--- src/rtl/stopwatch_counter_pkg.sv ---
// Shared definitions for the stopwatch time base.
// State encodings, BCD wrap limits and default clocking.
package stopwatch_counter_pkg;

  typedef enum logic [1:0] {
    IDLE  = 2'd0,
    RUN   = 2'd1,
    PAUSE = 2'd2
  } swState_t;

  localparam logic [7:0] BCD_LIM_99 = 8'h99;
  localparam logic [7:0] BCD_LIM_59 = 8'h59;

  localparam int DEF_CLK_HZ  = 50_000_000;
  localparam int DEF_TICK_HZ = 100;

  function automatic logic [7:0] bcdNext(
    input logic [7:0] v,
    input logic [7:0] lim
  );
    logic [7:0] r;
    r = {v[7:4], v[3:0] + 4'd1};
    if (v[3:0] == 4'd9) r = {v[7:4] + 4'd1, 4'd0};
    if (v == lim) r = 8'h00;
    return r;
  endfunction

endpackage

--- src/rtl/stopwatch_counter_bcd2.sv ---
// Two-digit packed BCD counter with configurable wrap value.
// carry is combinational so a chain of these advances in one cycle.
module bcd2_counter
  import stopwatch_counter_pkg::*;
#(
  parameter logic [7:0] MAX = BCD_LIM_99
) (
  input  logic       mclk,
  input  logic       reset,
  input  logic       clr,
  input  logic       inc,
  output logic [7:0] val,
  output logic       carry
);

  assign carry = inc & (val == MAX);

  always_ff @(posedge mclk) begin
    if (reset) begin
      val <= 8'h00;
    end else if (clr) begin
      val <= 8'h00;
    end else if (inc) begin
      val <= bcdNext(val, MAX);
    end
  end

endmodule

--- src/rtl/stopwatch_counter.sv ---
// Stopwatch time base: button edge decode, run FSM,
// 0.01 s prescaler and a BCD min:sec.hundredths cascade.
module stopwatch_counter
  import stopwatch_counter_pkg::*;
#(
  parameter int CLK_HZ  = DEF_CLK_HZ,
  parameter int TICK_HZ = DEF_TICK_HZ
) (
  input  logic       mclk,
  input  logic       reset,
  input  logic       b1,
  input  logic       b3,
  output logic       run,
  output logic [7:0] min,
  output logic [7:0] sec,
  output logic [7:0] mil,
  output logic       tick,
  output logic       ovf
);

  localparam int DIV = CLK_HZ / TICK_HZ;
  localparam int PW  = $clog2(DIV);
  localparam logic [PW-1:0] PRE_LAST = PW'(DIV - 1);

  logic [2:0]    b1Sync;
  logic [2:0]    b3Sync;
  logic [1:0]    fillCnt;
  logic          b1Armed;
  logic          b3Armed;
  logic          b1Edge;
  logic          b3Edge;
  swState_t      state;
  swState_t      stateNext;
  logic          clrTime;
  logic [PW-1:0] pre;
  logic          tickInt;
  logic          milCarry;
  logic          secCarry;
  logic          minCarry;

  // A level held through reset must not count as a press:
  // an edge is only armed once a real low sample has been seen.
  always_ff @(posedge mclk) begin
    if (reset) begin
      b1Sync  <= 3'b000;
      b3Sync  <= 3'b000;
      fillCnt <= 2'd0;
      b1Armed <= 1'b0;
      b3Armed <= 1'b0;
    end else begin
      b1Sync  <= {b1Sync[1:0], b1};
      b3Sync  <= {b3Sync[1:0], b3};
      if (fillCnt != 2'd2) fillCnt <= fillCnt + 2'd1;
      b1Armed <= b1Armed | ((fillCnt == 2'd2) & ~b1Sync[1]);
      b3Armed <= b3Armed | ((fillCnt == 2'd2) & ~b3Sync[1]);
    end
  end

  assign b1Edge = b1Sync[1] & ~b1Sync[2] & b1Armed;
  assign b3Edge = b3Sync[1] & ~b3Sync[2] & b3Armed;

  always_ff @(posedge mclk) begin
    if (reset) state <= IDLE;
    else       state <= stateNext;
  end

  always_comb begin
    stateNext = state;
    clrTime   = 1'b0;
    unique case (state)
      IDLE: begin
        if (b1Edge) stateNext = RUN;
      end
      RUN: begin
        if (b1Edge) stateNext = PAUSE;
      end
      PAUSE: begin
        if (b3Edge) begin
          stateNext = IDLE;
          clrTime   = 1'b1;
        end else if (b1Edge) begin
          stateNext = RUN;
        end
      end
      default: begin
        stateNext = IDLE;
      end
    endcase
  end

  assign tickInt = (state == RUN) && (pre == PRE_LAST);

  // Held in PAUSE so a resumed period keeps its partial tick.
  always_ff @(posedge mclk) begin
    if (reset) begin
      pre <= '0;
    end else if (clrTime) begin
      pre <= '0;
    end else if (state == RUN) begin
      pre <= tickInt ? '0 : pre + PW'(1);
    end
  end

  bcd2_counter #(.MAX(BCD_LIM_99)) uMil (
    .mclk  (mclk),
    .reset (reset),
    .clr   (clrTime),
    .inc   (tickInt),
    .val   (mil),
    .carry (milCarry)
  );

  bcd2_counter #(.MAX(BCD_LIM_59)) uSec (
    .mclk  (mclk),
    .reset (reset),
    .clr   (clrTime),
    .inc   (milCarry),
    .val   (sec),
    .carry (secCarry)
  );

  bcd2_counter #(.MAX(BCD_LIM_99)) uMin (
    .mclk  (mclk),
    .reset (reset),
    .clr   (clrTime),
    .inc   (secCarry),
    .val   (min),
    .carry (minCarry)
  );

  always_ff @(posedge mclk) begin
    if (reset) begin
      run  <= 1'b0;
      tick <= 1'b0;
      ovf  <= 1'b0;
    end else begin
      run  <= (stateNext == RUN);
      tick <= tickInt;
      ovf  <= minCarry;
    end
  end

endmodule

--- config.mk ---
export PLATFORM = sky130hd
export DESIGN_NAME = stopwatch_counter
export DESIGN_NICKNAME = d
export VERILOG_FILES = /design/src/rtl/stopwatch_counter_pkg.sv /design/src/rtl/stopwatch_counter_bcd2.sv /design/src/rtl/stopwatch_counter.sv
export SDC_FILE = /design/constraint.sdc
export NUM_CORES = 1
export LEC_CHECK = 0
export ABC_AREA = 0
export CAP_MARGIN = 20
export CORE_MARGIN = 2
export CORE_UTILIZATION = 60
export CTS_BUF_LIST = sky130_fd_sc_hd__clkbuf_8
export DETAILED_ROUTE_END_ITERATION = 10
export PLACE_DENSITY = 0.86
export SYNTH_ARGS = -nofsm -noshare
export SYNTH_HDL_FRONTEND = slang
export SYNTH_HIERARCHICAL = 1
export SYNTH_SLANG_ARGS = --single-unit
--- constraint.sdc ---
create_clock -name mclk -period 6.75 [get_ports mclk]
set_input_delay 1.0125 -clock mclk [delete_from_list [all_inputs] [get_ports mclk]]
set_output_delay 1.0125 -clock mclk [all_outputs]
set_load 0.01 [all_outputs]
==> results of run 1 <==
worst max-delay path, cell delays in order (launching register included):
cell	delay, ns
dfxtp_1	0.36
ha_1	0.30
and4_1	0.30
nand2_1	0.09
nor3_1	0.66
nand4b_4	0.25
nor3_1	0.82
nand4b_4	0.20
nor2_1	0.46
nand4b_4	0.21
or4b_1	0.53
a31oi_1	0.17
metrics by stage:
| step | area, um^2 | hold slack [ns] | setup slack, ns | utilization |
|---|---|---|---|---|
| 4_1_cts | 3300 | 0.448 | 2.35 | 0.752 |
| 3_3_place_gp | 3050 | 0.421 | 2.61 | 0.695 |
| 3_5_place_dp | 3050 | 0.430 | 2.39 | 0.695 |
| 6_report | 3300 | 0.444 | 2.33 | 0.752 |
| 5_1_grt | 3300 | 0.459 | 1.90 | 0.752 |
| 2_1_floorplan | 2750 | 0.414 | 3.79 | - |
final cells by class:
type                            instances  area (um^2)  share of cell area
Multi-Input combinational cell        218         1470               0.447
Sequential cell                        58         1160               0.352
Timing Repair Buffer                   30          300              0.0910
Clock inverter                          7          125              0.0379
Clock buffer                            9          124              0.0376
Tap cell                               52         65.1              0.0197
Inverter                               13         48.8              0.0148
cell usage after synthesis, types with 3 or more instances:
master | n | area, um^2
nor2_1 | 39 | 146
inv_1 | 13 | 48.8
nand2_1 | 24 | 90.1
o31ai_1 | 4 | 30.0
nand4b_4 | 3 | 71.3
or4_1 | 7 | 52.6
a211oi_1 | 3 | 22.5
dfxtp_1 | 58 | 1160
xor2_1 | 19 | 166
nand4_1 | 10 | 62.6
nor3_1 | 4 | 20.0
nor2b_1 | 6 | 37.5
nand3b_1 | 3 | 22.5
ha_1 | 14 | 175
nand3_1 | 9 | 45.0
and4b_1 | 3 | 30.0
or3_1 | 6 | 37.5
nand2b_1 | 3 | 18.8
o21ai_0 | 8 | 40.0
xnor2_1 | 3 | 26.3
buf_4 | 4 | 30.0
a21oi_1 | 17 | 85.1
per-layer routing:
| layer | part of all wire | wire (um) | GRT usage | vias to the layer above |
|---|---|---|---|---|
| met5 | 0 | 0 | 0 | - |
| met4 | 0.014 | 78 | 0.134 | 0 |
| met3 | 0.043 | 244 | 0.0619 | 9 |
| met2 | 0.50 | 2810 | 0.391 | 51 |
| met1 | 0.45 | 2530 | 0.279 | 1070 |
| li1 | - | - | - | 1114 |
how the worst max path moves through the flow:
stage | end | cells past startpoint | from
final | uMin/val[7] | 11 | pre[0]
after global routing | uMin/val[7] | 11 | pre[0]
after CTS | uMin/val[7] | 11 | pre[0]
after detailed placement | uMin/val[7] | 11 | pre[0]
after global placement | uMin/val[7] | 11 | pre[0]
after floorplan | uMin/val[7] | 14 | pre[0]
where the power goes:
group | total (mW) | internal (mW) | switching, mW
clock | 0.404 | 0.249 | 0.155
combinational | 0.0429 | 0.0188 | 0.0241
sequential | 0.361 | 0.354 | 0.00675
state kept, by name, indices dropped and copies added (netlist names):
| signal | count |
|---|---|
| b3Sync | 3 |
| b3Armed | 1 |
| b1Sync | 3 |
| ovf | 1 |
| run | 1 |
| uSec/val | 8 |
| tick | 1 |
| fillCnt | 2 |
| state | 2 |
| uMin/val | 8 |
| uMil/val | 8 |
| b1Armed | 1 |
| pre | 19 |
cells by family (layout without fill, tap and decap cells):
group | Yosys count | in the layout
flip-flops | 58 | 58
XOR/XNOR | 22 | 22
AND/OR/NAND/NOR | 138 | 138
adder cells (fa/ha/maj) | 14 | 14
buffers and inverters | 21 | 59
AO/OA/AOI/OAI | 44 | 44
==> impl_metrics.ini, run 1 <==
[floorplanning]
die_area_mm2 = 0.00513
die_h_um = 71.6
rows = 24
die_w_um = 71.6
start_util = 0.626
io_pins = 31
core_mm2 = 0.00438

[pwr]
ir_drop_v = 0.000167
power_mw = 0.808
p_per_area_mw_per_mm2 = 245
p_leak_nw = 1.32

[yosys]
synth_seq_cells = 58
ys.flop_type = dfxtp_1
synth_simple_gate_area_frac = 0.303
synth-xor-area-share = 0.0702
synth_compound_area_frac = 0.100
synth_nets = 315
ys_seq_area_frac = 0.423
yosys.area_share.adder = 0.0638
synth-edff-count = 0
yosysWarnings = 6
synth_top_family_by_area = simple AND/OR/NAND/NOR gates
synthMuxAreaShare = 0
synth_cells = 297
synthArstFlopShare = 0
synth.avg_cell_area_um2 = 9.24
synth_area_mm2 = 0.00275
ys_types = 48

[sta]
slew_viol_final = 0
tightest_slew_ns = 0.994
hold_violations = 0
clock_skew_ns = 0.00757
max-slew-margin-rel = 0.332
fin_crit_sh = 0.655
min_period_ns = 4.42
setup_violations = 0
setup_tns_ns = 0
rsz0062_at_grt = false
timing.fmax_mhz = 226

[job]
drv_cap = 0

[finish]
area_delta_synth_final_pct = 20.1
final_cells = 387
fin_nets = 348
drive_gt1_frac = 0.0866
nFillCells = 308
layout_common_cells = dfxtp_1, nor2_1, clkdlybuf4s50_1
layout_commonest_cell = dfxtp_1
n_antenna_cell = 0

[clock_tree]
cts_tree = yes
cts_resized = 0
clock_latency_ns = 0.34
cts.path.max_buffers = 2
ctsHtreeMaxLevel = 3
ctsHoldBuffers = 0
cts_buffers = 9
cts_root_buf = clkbuf_8
cts_setup_buffers = 0
clock_sinks = 58
path_clk_slew_ns = 0.08

[global_routing]
antenna_found_initial = 0
grt_overflow = 0
grt_pass1_vias = 2137
grt_usage = 0.237
grt_max_degree = 22
grt_pass1_wl_um = 9570

[placed_design]
dp_cells = 371
gp_congestion = 0.816
dpl.hpwl_um = 3720
port_buffers = 30

[drt]
route.detailed.drc = 0
vias = 2244
drtAntennaViolNets = 0
drtPass1Iterations = 4
wirelength_um = 5660
wl_per_cell_um = 14.6
drt_iter0_drc = 199
via_per_inst = 5.80

[worst_setup_path]
cp-start-kind = register
regToRegEndpoint = uMin/val[7]
critical_path.max_fanout = 10
rr_startpoint = pre[0]
r2r.worst_path.cells = 11
crit_arrival_ns = 4.69
required_ns = 7.02
ff2ff_setup_slack_ns = 2.33
endpoint_kind = register
critPathKind = register to register

[hold_path]
hold_path.class = register to register
hold_path_end = b1Sync[1]
hold_path_depth = 1
hold_start = b1Sync[0]

[status]
status = finished clean
Note: power is estimated with default switching activity, not from simulation.
==> run 2, diff against run 1 <==
--- a/config.mk
+++ b/config.mk
@@ -8,10 +8,10 @@
 export ABC_AREA = 0
 export CAP_MARGIN = 20
 export CORE_MARGIN = 2
-export CORE_UTILIZATION = 60
+export CORE_UTILIZATION = 52
 export CTS_BUF_LIST = sky130_fd_sc_hd__clkbuf_8
 export DETAILED_ROUTE_END_ITERATION = 10
-export PLACE_DENSITY = 0.86
+export PLACE_DENSITY = 0.8
 export SYNTH_ARGS = -nofsm -noshare
 export SYNTH_HDL_FRONTEND = slang
 export SYNTH_HIERARCHICAL = 1
==> constraint.sdc (replaced) <==
create_clock -name mclk -period 3.7 [get_ports mclk]
set_input_delay 0.555 -clock mclk [delete_from_list [all_inputs] [get_ports mclk]]
set_output_delay 0.555 -clock mclk [all_outputs]
set_load 0.01 [all_outputs]
==> impl_metrics.ini, run 2 (same netlist as run 1, synthesis figures left out) <==
[sta]
slew_viol_final = 0
max-slew-margin-rel = 0.477
timing.fmax_mhz = 303
clock_skew_ns = 0.00721
fin_crit_sh = 0.893
hold_violations = 0
min_period_ns = 3.31
setup_tns_ns = 0
setup_violations = 0
rsz0062_at_grt = false
tightest_slew_ns = 0.782
fin_ws_ns = 0.395

[job]
drv_cap = 0

[drt]
route.detailed.drc = 0
wl_per_cell_um = 13.8
wirelength_um = 5620
drtAntennaViolNets = 0
via_per_inst = 5.49
vias = 2241
drt_iter0_drc = 93
drtPass1Iterations = 4

[floorplanning]
start_util = 0.537
core_mm2 = 0.00511
die_w_um = 76.7
rows = 26
die_area_mm2 = 0.00588
die_h_um = 76.7
io_pins = 31

[clock_tree]
clock_sinks = 58
cts_buffers = 9
ctsHoldBuffers = 0
ctsHtreeMaxLevel = 3
cts_root_buf = clkbuf_8
cts_setup_buffers = 0
cts_tree = yes
cts_resized = 0
clock_latency_ns = 0.34
cts.path.max_buffers = 2
path_clk_slew_ns = 0.07

[worst_setup_path]
cpMostUsedCell = nand4b_4
ff2ff_setup_slack_ns = 0.39
r2r.worst_path.cells = 13
max_stage_delay_ns = 0.53
rr_startpoint = pre[0]
cp-start-kind = register
crit_slowest_cell = or4b_1
critical_path.max_fanout = 10
cp_cell_sequence = ha_1 > and4_1 > nand2_1 > nor3_1 > buf_4 > nand4b_4 > nor3_1 > buf_4 > nand4b_4 > nor2_1 > nand4b_4 > or4b_1 > a31oi_1
endpoint_kind = register
regToRegEndpoint = uMin/val[7]
critPathKind = register to register
required_ns = 3.97
crit_arrival_ns = 3.58

[hold_path]
hold_start = b3Sync[0]
hold_path_end = b3Sync[1]
hold_path.class = register to register
hold_path_depth = 1

[global_routing]
grt_usage = 0.202
grt_pass1_vias = 2069
grt_max_degree = 22
antenna_found_initial = 0
grt_overflow = 0
grt_pass1_wl_um = 9410

[finish]
nFillCells = 407
fin_nets = 351
n_antenna_cell = 0
drive_gt1_frac = 0.0947
regMostFlops = pre
largest_reg_flops = 19
layout_common_cells = dfxtp_1, nor2_1, clkdlybuf4s50_1
area_delta_synth_final_pct = 20.1
multi_input_area_mm2 = 0.00147
seq_area_mm2 = 0.00116
layout_commonest_cell = dfxtp_1

[placed_design]
port_buffers = 30
gp_congestion = 0.845
dpl.hpwl_um = 3810
pre_cts_ws_ns = 0.431

[status]
status = finished clean

[pwr]
p_per_area_mw_per_mm2 = 406
ir_drop_v = 0.000292
power_mw = 1.34
p_leak_nw = 1.31
[run 2: changes by cell type in the layout (fill, tap and decap cells not counted), sizes merged]
cell	change
clkinv	+1
bufinv	-2
clkinvlp	+1
inv	-2
buf	+3
clkbuf	+2
[run 2: critical path, delay by kind of cell (launching register included)]
kind	cells	cell delay [ns]
compound gates	1	0.16
buf+inv	2	0.37
flops	1	0.37
simple gates	9	2.03
fa+ha+maj	1	0.30
[run 2: how the worst max path moves through the flow]
stage	startpoint	to	slack, ns	depth (start not counted)
floorplan	pre[0]	uMin/val[7]	0.74	14
global placement	pre[0]	uMin/val[7]	0.54	13
detailed placement	pre[0]	uMin/val[7]	0.43	13
CTS	pre[0]	uMin/val[7]	0.41	13
global route	pre[0]	uMin/val[7]	0.1	13
finish	pre[0]	uMin/val[7]	0.39	13
[run 2: power by group]
| group | switching [mW] | internal (mW) |
|---|---|---|
| clock | 0.257 | 0.344 |
| sequential | 0.0122 | 0.647 |
| combinational | 0.0445 | 0.0344 |
| total | 0.313 | 1.03 |
[run 2: area by class of cell]
| type | instances | area share |
|---|---|---|
| multi-input cells | 218 | 0.447 |
| flip-flops and latches | 58 | 0.352 |
| repair buffers | 33 | 0.0979 |
| clock buffers | 11 | 0.0459 |
| well taps | 70 | 0.0266 |
| clock inverters | 5 | 0.0159 |
| inverters | 13 | 0.0148 |
[run 2: through the flow]
stage / cells / hold slack [ns] / area, um^2 / util
3_5_place_dp: 392 / 0.426 / 3090 / 0.606
6_report: 408 / 0.438 / 3300 / 0.646
3_3_place_gp: 392 / 0.422 / 3090 / 0.606
2_1_floorplan: 297 / 0.414 / 2750 / -
4_1_cts: 408 / 0.443 / 3300 / 0.646
5_1_grt: 408 / 0.468 / 3300 / 0.646
[run 2: routing by layer]
| layer | GRT usage | vias to the layer above | share of wire |
|---|---|---|---|
| li1 | - | 1126 | - |
| met1 | 0.236 | 1045 | 0.46 |
| met2 | 0.330 | 59 | 0.46 |
| met3 | 0.0600 | 11 | 0.058 |
| met4 | 0.115 | 0 | 0.023 |
| met5 | 0 | - | 0 |
==> run 3, diff against run 2 <==
--- a/config.mk
+++ b/config.mk
@@ -11,6 +11,7 @@
 export CORE_UTILIZATION = 52
 export CTS_BUF_LIST = sky130_fd_sc_hd__clkbuf_8
 export DETAILED_ROUTE_END_ITERATION = 10
+export MAX_ROUTING_LAYER = met4
 export PLACE_DENSITY = 0.8
 export SYNTH_ARGS = -nofsm -noshare
 export SYNTH_HDL_FRONTEND = slang
==> impl_metrics.ini, run 3 (same netlist as run 1, synthesis figures left out) <==
[pwr]
p_switching_mw = 0.312
internal_power_mw = 1.03
ir_drop_v = 0.000290
p_per_area_mw_per_mm2 = 405
p_comb_frac = 0.059
switching_share = 0.233
clkPwrFrac = 0.448
power.share.sequential = 0.493
p_leak_nw = 1.31

[sta]
tightest_slew_ns = 0.779
slew_viol_final = 0
max-slew-margin-rel = 0.479
setup_tns_ns = 0
timing.fmax_mhz = 303
setup_violations = 0
rsz0062_at_grt = false
fin_ws_ns = 0.400
hold_violations = 0
fin_crit_sh = 0.892
clock_skew_ns = 0.00618
min_period_ns = 3.30

[finish]
layout_commonest_cell = dfxtp_1
largest_reg_flops = 19
layout_common_cells = dfxtp_1, nor2_1, clkdlybuf4s50_1
drive_gt1_frac = 0.0947
fin_nets = 351
regMostFlops = pre
n_antenna_cell = 0
area_delta_synth_final_pct = 20.1

[worst_setup_path]
critical_path.max_fanout = 10
required_ns = 3.97
crit_arrival_ns = 3.57
cp-start-kind = register
rr_startpoint = pre[0]
endpoint_kind = register
critPathKind = register to register
startpoint = pre[0]

[job]
drv_cap = 0

[floorplanning]
rows = 26
die_h_um = 76.7
io_pins = 31
die_w_um = 76.7
core_mm2 = 0.00511
start_util = 0.537
die_area_mm2 = 0.00588

[hold_path]
hold_path.class = register to register
hold_start = b3Sync[0]

[placed_design]
port_buffers = 30
dpl.hpwl_um = 3810
gp_congestion = 0.858
pre_cts_ws_ns = 0.431

[drt]
drtAntennaViolNets = 0
drtPass1Iterations = 4
vias = 2233
wirelength_um = 5600
route.detailed.drc = 0
wl_per_cell_um = 13.7
drt_iter0_drc = 105
via_per_inst = 5.47

[clock_tree]
clock_sinks = 58
cts_buffers = 9
cts_tree = yes
clock_latency_ns = 0.34
path_clk_slew_ns = 0.07
cts_setup_buffers = 0
cts_resized = 0
ctsHtreeMaxLevel = 3
ctsHoldBuffers = 0
cts_root_buf = clkbuf_8
cts.path.max_buffers = 2

[global_routing]
grt_pass1_wl_um = 9400
grt_pass1_vias = 2073
antenna_found_initial = 0
grt_overflow = 0
grt_usage = 0.208
grt_max_degree = 22

[status]
status = finished clean
## run 3: cell counts in the layout (fill, tap and decap cells not counted)
No cell type changed its count.
## run 3: power by group through the flow
stage | sequential (mW) | clock [mW] | combinational [mW]
3_3_place_gp | 0.672 | 0 | 0.0751
6_report | 0.659 | 0.599 | 0.0789
2_1_floorplan | 0.671 | 0 | 0.0614
3_5_place_dp | 0.674 | 0 | 0.0787
5_1_grt | 0.662 | 0.635 | 0.0864
4_1_cts | 0.660 | 0.611 | 0.0792
## run 3: path summary, 6_finish.rpt
kind,to,slack (ns),cells past startpoint
setup / recovery,uMin/val[7],0.40,13
hold / removal,b3Sync[1],0.44,1
setup reg to reg,uMin/val[7],0.40,13
hold reg to reg,b3Sync[1],0.44,1
## run 3: through the flow
step | power [mW] | instance area (um^2) | util | hold slack, ns | instances
6_report | 1.34 | 3300 | 0.646 | 0.438 | 408
2_1_floorplan | 0.732 | 2750 | - | 0.414 | 297
4_1_cts | 1.35 | 3300 | 0.646 | 0.443 | 408
3_5_place_dp | 0.752 | 3090 | 0.606 | 0.426 | 392
3_3_place_gp | 0.747 | 3090 | 0.606 | 0.422 | 392
5_1_grt | 1.38 | 3300 | 0.646 | 0.468 | 408
## run 3: critical path: stages, from the launching register on
cell and delay, ns:
dfxtp_1 0.37, ha_1 0.30, and4_1 0.30, nand2_1 0.09
nor3_1 0.16, buf_4 0.19, nand4b_4 0.17, nor3_1 0.16
buf_4 0.18, nand4b_4 0.15, nor2_1 0.27, nand4b_4 0.19
or4b_1 0.53, a31oi_1 0.16
## run 3: final cells by class
class / count / area (um^2)
multi-input cells: 218 / 1470
well taps: 70 / 87.6
repair buffers: 33 / 323
clock buffers: 11 / 151
inverters: 13 / 48.8
fillers: 407 / 1810
flip-flops and latches: 58 / 1160
clock inverters: 5 / 52.6
## run 3: routing by layer
| layer | part of all wire | track usage | up-vias |
|---|---|---|---|
| li1 | - | - | 1126 |
| met1 | 0.46 | 0.236 | 1039 |
| met2 | 0.46 | 0.330 | 57 |
| met3 | 0.059 | 0.0600 | 11 |
| met4 | 0.023 | 0.115 | 0 |
| met5 | 0 | - | - |
